## src/rtl/rv_mem_pkg.sv

```systemverilog
// rv_mem_pkg: access-size encodings and controller states shared by the memory access controller.
package rv_mem_pkg;
    localparam logic [1:0] SZ_WORD = 2'b00;
    localparam logic [1:0] SZ_HALF = 2'b01;
    localparam logic [1:0] SZ_BYTE = 2'b10;
    localparam logic [1:0] SZ_BAD  = 2'b11;

    typedef enum logic [2:0] {IDLE, FETCH, LOAD, ST_SETUP, ST_COMMIT, ERR} state_t;

    function automatic logic [2:0] size_bytes(input logic [1:0] size);
        return size == SZ_WORD ? 3'd4 : size == SZ_HALF ? 3'd2 : 3'd1;
    endfunction
endpackage

```

## src/rtl/ls_check.sv

```systemverilog
// ls_check: flags misaligned, invalid-size or out-of-range data accesses.
module ls_check
    import rv_mem_pkg::*;
#(
    parameter int ADDR_W     = 8,
    parameter int DATA_DEPTH = 64
) (
    input  logic [ADDR_W-1:0] i_addr,
    input  logic [1:0]        i_size,
    output logic              o_err
);
    logic [ADDR_W:0] w_end;
    logic            w_misalign;

    assign w_end      = {1'b0, i_addr} + (ADDR_W+1)'(size_bytes(i_size));
    assign w_misalign = (i_size == SZ_WORD && i_addr[1:0] != 2'b00) || (i_size == SZ_HALF && i_addr[0]) || i_size == SZ_BAD;
    assign o_err      = w_misalign || w_end > (ADDR_W+1)'(DATA_DEPTH);
endmodule

```

## src/rtl/mem_access_ctrl.sv

```systemverilog
// mem_access_ctrl: arbitrates instruction fetches and load/stores onto one phase-multiplexed memory port.
module mem_access_ctrl
    import rv_mem_pkg::*;
#(
    parameter int ADDR_W     = 8,
    parameter int DATA_DEPTH = 64
) (
    input  logic              clk,
    input  logic              rst_n,
    input  logic              if_req,
    input  logic [ADDR_W-1:0] if_addr,
    output logic              if_ack,
    output logic              if_valid,
    output logic [31:0]       if_inst,
    input  logic              ls_req,
    input  logic              ls_we,
    input  logic [1:0]        ls_size,
    input  logic              ls_signed,
    input  logic [ADDR_W-1:0] ls_addr,
    input  logic [31:0]       ls_wdata,
    output logic              ls_ack,
    output logic              ls_valid,
    output logic              ls_err,
    output logic [31:0]       ls_rdata,
    output logic              mem_sel,
    output logic              mem_read,
    output logic              mem_write,
    output logic [1:0]        mem_size,
    output logic              mem_signed,
    output logic [ADDR_W-1:0] mem_addr,
    output logic [31:0]       mem_wdata,
    input  logic [31:0]       mem_rdata
);
    state_t            r_state, w_next;
    logic              w_idle, w_ls_err, w_ls_done;
    logic [ADDR_W-1:0] r_mem_addr;
    logic [31:0]       r_mem_wdata, r_if_inst, r_ls_rdata;
    logic [1:0]        r_mem_size;
    logic              r_mem_signed, r_if_valid, r_ls_valid, r_ls_err;

    ls_check #(.ADDR_W(ADDR_W), .DATA_DEPTH(DATA_DEPTH)) u_ls_check (
        .i_addr(ls_addr),
        .i_size(ls_size),
        .o_err (w_ls_err)
    );

    assign w_idle    = r_state == IDLE;
    assign ls_ack    = w_idle & ls_req;
    assign if_ack    = w_idle & if_req & ~ls_req;
    assign w_ls_done = r_state inside {LOAD, ST_COMMIT, ERR};

    always_ff @(posedge clk) begin
        r_state <= !rst_n ? IDLE : w_next;
    end

    always_comb begin
        w_next = w_idle ? (ls_ack ? (w_ls_err ? ERR : ls_we ? ST_SETUP : LOAD) : if_ack ? FETCH : IDLE)
               : r_state == ST_SETUP ? ST_COMMIT : IDLE;
    end

    // Writes commit on the falling edge of mem_sel, so it drops only in LOAD and ST_COMMIT.
    always_comb begin
        mem_sel   = !(r_state == LOAD || r_state == ST_COMMIT);
        mem_read  = r_state == LOAD;
        mem_write = r_state == ST_SETUP || r_state == ST_COMMIT;
    end

    always_ff @(posedge clk) begin
        if (!rst_n) begin
            r_mem_addr   <= '0;
            r_mem_wdata  <= '0;
            r_mem_size   <= SZ_WORD;
            r_mem_signed <= 1'b0;
            r_if_valid   <= 1'b0;
            r_ls_valid   <= 1'b0;
            r_ls_err     <= 1'b0;
            r_if_inst    <= '0;
            r_ls_rdata   <= '0;
        end else begin
            if (ls_ack) begin
                r_mem_addr   <= ls_addr;
                r_mem_wdata  <= ls_wdata;
                r_mem_size   <= ls_size;
                r_mem_signed <= ls_signed;
            end else if (if_ack) begin
                r_mem_addr <= if_addr;
            end
            r_if_valid <= r_state == FETCH;
            r_ls_valid <= w_ls_done;
            r_ls_err   <= r_state == ERR;
            if (r_state == FETCH) r_if_inst <= mem_rdata;
            if (w_ls_done) r_ls_rdata <= r_state == LOAD ? mem_rdata : '0;
        end
    end

    assign mem_addr   = r_mem_addr;
    assign mem_wdata  = r_mem_wdata;
    assign mem_size   = r_mem_size;
    assign mem_signed = r_mem_signed;
    assign if_valid   = r_if_valid;
    assign if_inst    = r_if_inst;
    assign ls_valid   = r_ls_valid;
    assign ls_err     = r_ls_err;
    assign ls_rdata   = r_ls_rdata;
endmodule

```

## config.mk

```make
export PLATFORM = sky130hd
export DESIGN_NAME = mem_access_ctrl
export DESIGN_NICKNAME = d
export VERILOG_FILES = /design/src/rtl/rv_mem_pkg.sv /design/src/rtl/ls_check.sv /design/src/rtl/mem_access_ctrl.sv
export SDC_FILE = /design/constraint.sdc
export NUM_CORES = 1
export LEC_CHECK = 0
export BUFFER_PORTS_ARGS = -buffer_cell sky130_fd_sc_hd__buf_2
export CORE_ASPECT_RATIO = 2
export CORE_MARGIN = 2
export CORE_UTILIZATION = 47
export CTS_CLUSTER_SIZE = 25
export DETAILED_ROUTE_END_ITERATION = 8
export HOLD_SLACK_MARGIN = 0.02
export PLACE_DENSITY_LB_ADDON = 0.15
export SLEW_MARGIN = 20
export SYNTH_ARGS = -nofsm -noshare
export SYNTH_HDL_FRONTEND = slang
export SYNTH_HIERARCHICAL = 1
export SYNTH_SLANG_ARGS = --single-unit
```

## constraint.sdc

```tcl
create_clock -name clk -period 2.5 [get_ports clk]
set_clock_uncertainty 0.2 [all_clocks]
set_input_delay 0 -clock clk [delete_from_list [all_inputs] [get_ports clk]]
set_output_delay 0 -clock clk [all_outputs]
set_load 0.03 [all_outputs]
```

==> flow_summary.ini <==
[yosys]
synth-edff-count = 0
synth_seq_area_share_pct = 49.7
ys_seq_elements = 113
synth_cell_types = 46
async_reset_ff_share_pct = 0
synth-main-ff-cell = dfxtp_1
synth_area_um2 = 4550
yosysTopAreaCell = dfxtp_1
synthesis.nets = 554
ys_top_cells_by_area = dfxtp_1 (50%), nand2_1 (9.0%), a21boi_2 (7.2%)
yosysTopAreaCellShare_pct = 49.7
syn_inst = 462
syn_area_per_cell_um2 = 9.86
yosys_warnings = 6

[critical_path]
criticalPathCategory = input port to flop
crit_required_ns = 2.63
path_max_fanout = 3
timing.rr.start = r_state[0]
crit_path_end_kind = flop
crit_chain = buf_2 > inv_1 > nor2_1 > buf_4 > fa_1 > a21oi_2 > o211ai_1 > a2111oi_2 > o221ai_1 > dlygate4sd3_1 > nor3b_2
slowest_stage = dlygate4sd3_1
crit_start = ls_size[0]
startpoint_type = input port
cpPeakStageDelay_ns = 0.62
worstPathArrival_ns = 2.56

[clock_network]
cts_sinks = 113
post_cts_buffers = 0
cts_htree_levels = 4
cts.path.max_buffers = 2
cts-buffers-inserted = 17
clock_latency_ns = 0.40
clockRootBuffer = clkbuf_16
clk_pin_slew_ns = 0.06
cts_tree = built

[status]
outcome = finished clean

[min_path]
min_from = ls_addr[0]
hp-class = input port to flop

[floorplanning]
pin_count = 203
die_y_um = 143
core_area_um2 = 9380
die-area_um2 = 10500
num_rows = 50
initial_core_util_pct = 48.5
dieWidth_um = 73.6

[power_and_ir_drop]
power_frac_seq_pct = 37.6
total_power_mw = 5.22
power_density_nw_per_um2 = 722
switching_share_pct = 29.0
switching_power_mw = 1.51
vdd_drop_max_mv = 0.535
clock_power_share_pct = 44.1
p_leak_nw = 3.34
p_int_mw = 3.71
comb_power_share_pct = 18.4

[cells_and_area]
layout_commonest_cell = buf_2
drive_above_1_share_pct = 40.3
nFillCells = 616
final_util_pct = 77.1
fin_cells = 881
final_cell_mix = buf_2 (201), dfxtp_1 (113), dlygate4sd3_1 (110), nand2_1 (109), a21boi_0 (38)
area_growth_syn_to_layout_pct = 58.9
diodes = 0
finalNetCount = 856

[grt]
grt_pass1_vias = 4622
gr-usage-all-layers_pct = 26.5
antenna_found_initial = 0
grt_max_degree = 48
grt_overflow = 0
grt_pass1_wl_um = 21500

[placement]
place_ws_ns = -0.0240
place_inst = 739
dp_hpwl_um = 8580
port_buffers = 202
gp_congestion = 0.869

[route]
wl_per_cell_um = 15.8
firstDrtPassIters = 4
num_vias = 4535
drt_iter0_markers = 91
via_per_inst = 5.15
drc_errors = 0
ant_nets = 0
routed_wl_um = 13900

[sta]
finalMaxSlewViolations = 0
worst_pin_slew_ns = 0.672
final_hold_viol_count = 0
max_freq_mhz = 412
slew_headroom_pct = 55.2
min_period_over_period_pct = 97.1
fin_ws_ns = 0.0717
setup_viol = 0
hold_ws_ns = 0.122
fin_crit_ns = 2.43

[run]
maxCapViolations = 0
-- worst max-delay path, delay by kind of cell --
| family | cells | cell delay, ns |
|---|---|---|
| buffers and inverters | 4 | 0.95 |
| adder cells (fa/ha/maj) | 1 | 0.46 |
| AO/OA/AOI/OAI | 4 | 0.94 |
| AND/OR/NAND/NOR | 2 | 0.21 |
-- cell families after synthesis --
family                   Yosys count  share of synthesized area, %
AO/OA/AOI/OAI                    128                          24.6
multiplexers                       2                         0.467
flip-flops                       113                          49.7
buffers and inverters             39                          5.08
AND/OR/NAND/NOR                  175                          18.7
XOR/XNOR                           1                         0.192
adder cells (fa/ha/maj)            4                          1.26
-- per-layer routing --
| metal | global-route usage [%] | part of all wire [%] | vias to the layer above |
|---|---|---|---|
| met1 | 26.1 | 36 | 2101 |
| li1 | - | - | 2194 |
| met3 | 6.70 | 5.1 | 57 |
| met2 | 47.1 | 54 | 183 |
| met5 | 0 | 0 | - |
| met4 | 17.3 | 5.3 | 0 |
-- power groups by stage --
stage	Combinational (mW)	Sequential (mW)	Clock (mW)
after detailed placement	0.783	2.00	0
after CTS	0.941	1.96	2.34
after floorplan	0.351	2.19	0
after global placement	0.768	1.99	0
after global routing	1.02	1.97	2.43
final	0.960	1.96	2.30
-- path summary, 6_finish.rpt --
kind | slack [ns] | cells after the start | end
worst min register to register | 0.26 | 2 | if_inst[0]
worst max-delay path | 0.07 | 11 | r_state[1]
worst max register to register | 0.11 | 5 | mem_wdata[14]
worst min-delay path | 0.12 | 6 | r_state[0]
-- stage by stage --
step,cell area (um2),setup TNS (ns)
after global placement,5550,0
after floorplan,4550,0
after detailed placement,5550,-0.0240
after CTS,7220,0
after global routing,7240,-0.0365
final,7240,0
-- synth_stat cells (all sizes together), types with 2 or more instances --
cell type,number
o311ai,7
ha,3
nor3b,5
nor2b,4
a2bb2oi,7
a21oi,4
nand2,138
inv,3
dfxtp,113
clkbuf,20
buf,16
a22o,32
o21a,2
nor2,7
a21boi,67
o211ai,2
or3,2
nand2b,7
and2,2
and3,2
nor3,2
-- state kept, by name (all words and copies together), names as in the netlist --
name	cells
if_valid	1
mem_size	2
if_inst	32
ls_valid	1
mem_signed	1
r_state	3
mem_addr	8
ls_err	1
ls_rdata	32
mem_wdata	32
-- final cells by class --
cell class | instances | area [um2] | area share [%]
sequential | 113 | 2260 | 31.3
timing repair buffer | 319 | 2170 | 29.9
multi-input combinational | 310 | 2090 | 28.8
clock buffer | 18 | 439 | 6.07
clock inverter | 14 | 131 | 1.82
tap | 104 | 130 | 1.80
inverter | 3 | 18.8 | 0.259
-- repair_timing --
item / CTS / global route
hold buffers: 110 / 0
endpoints found under the setup margin: 0 / 8
hold endpoints to repair: 111 / 0
gates resized for setup: 0 / 4
Power figures use the tool's default switching activity.
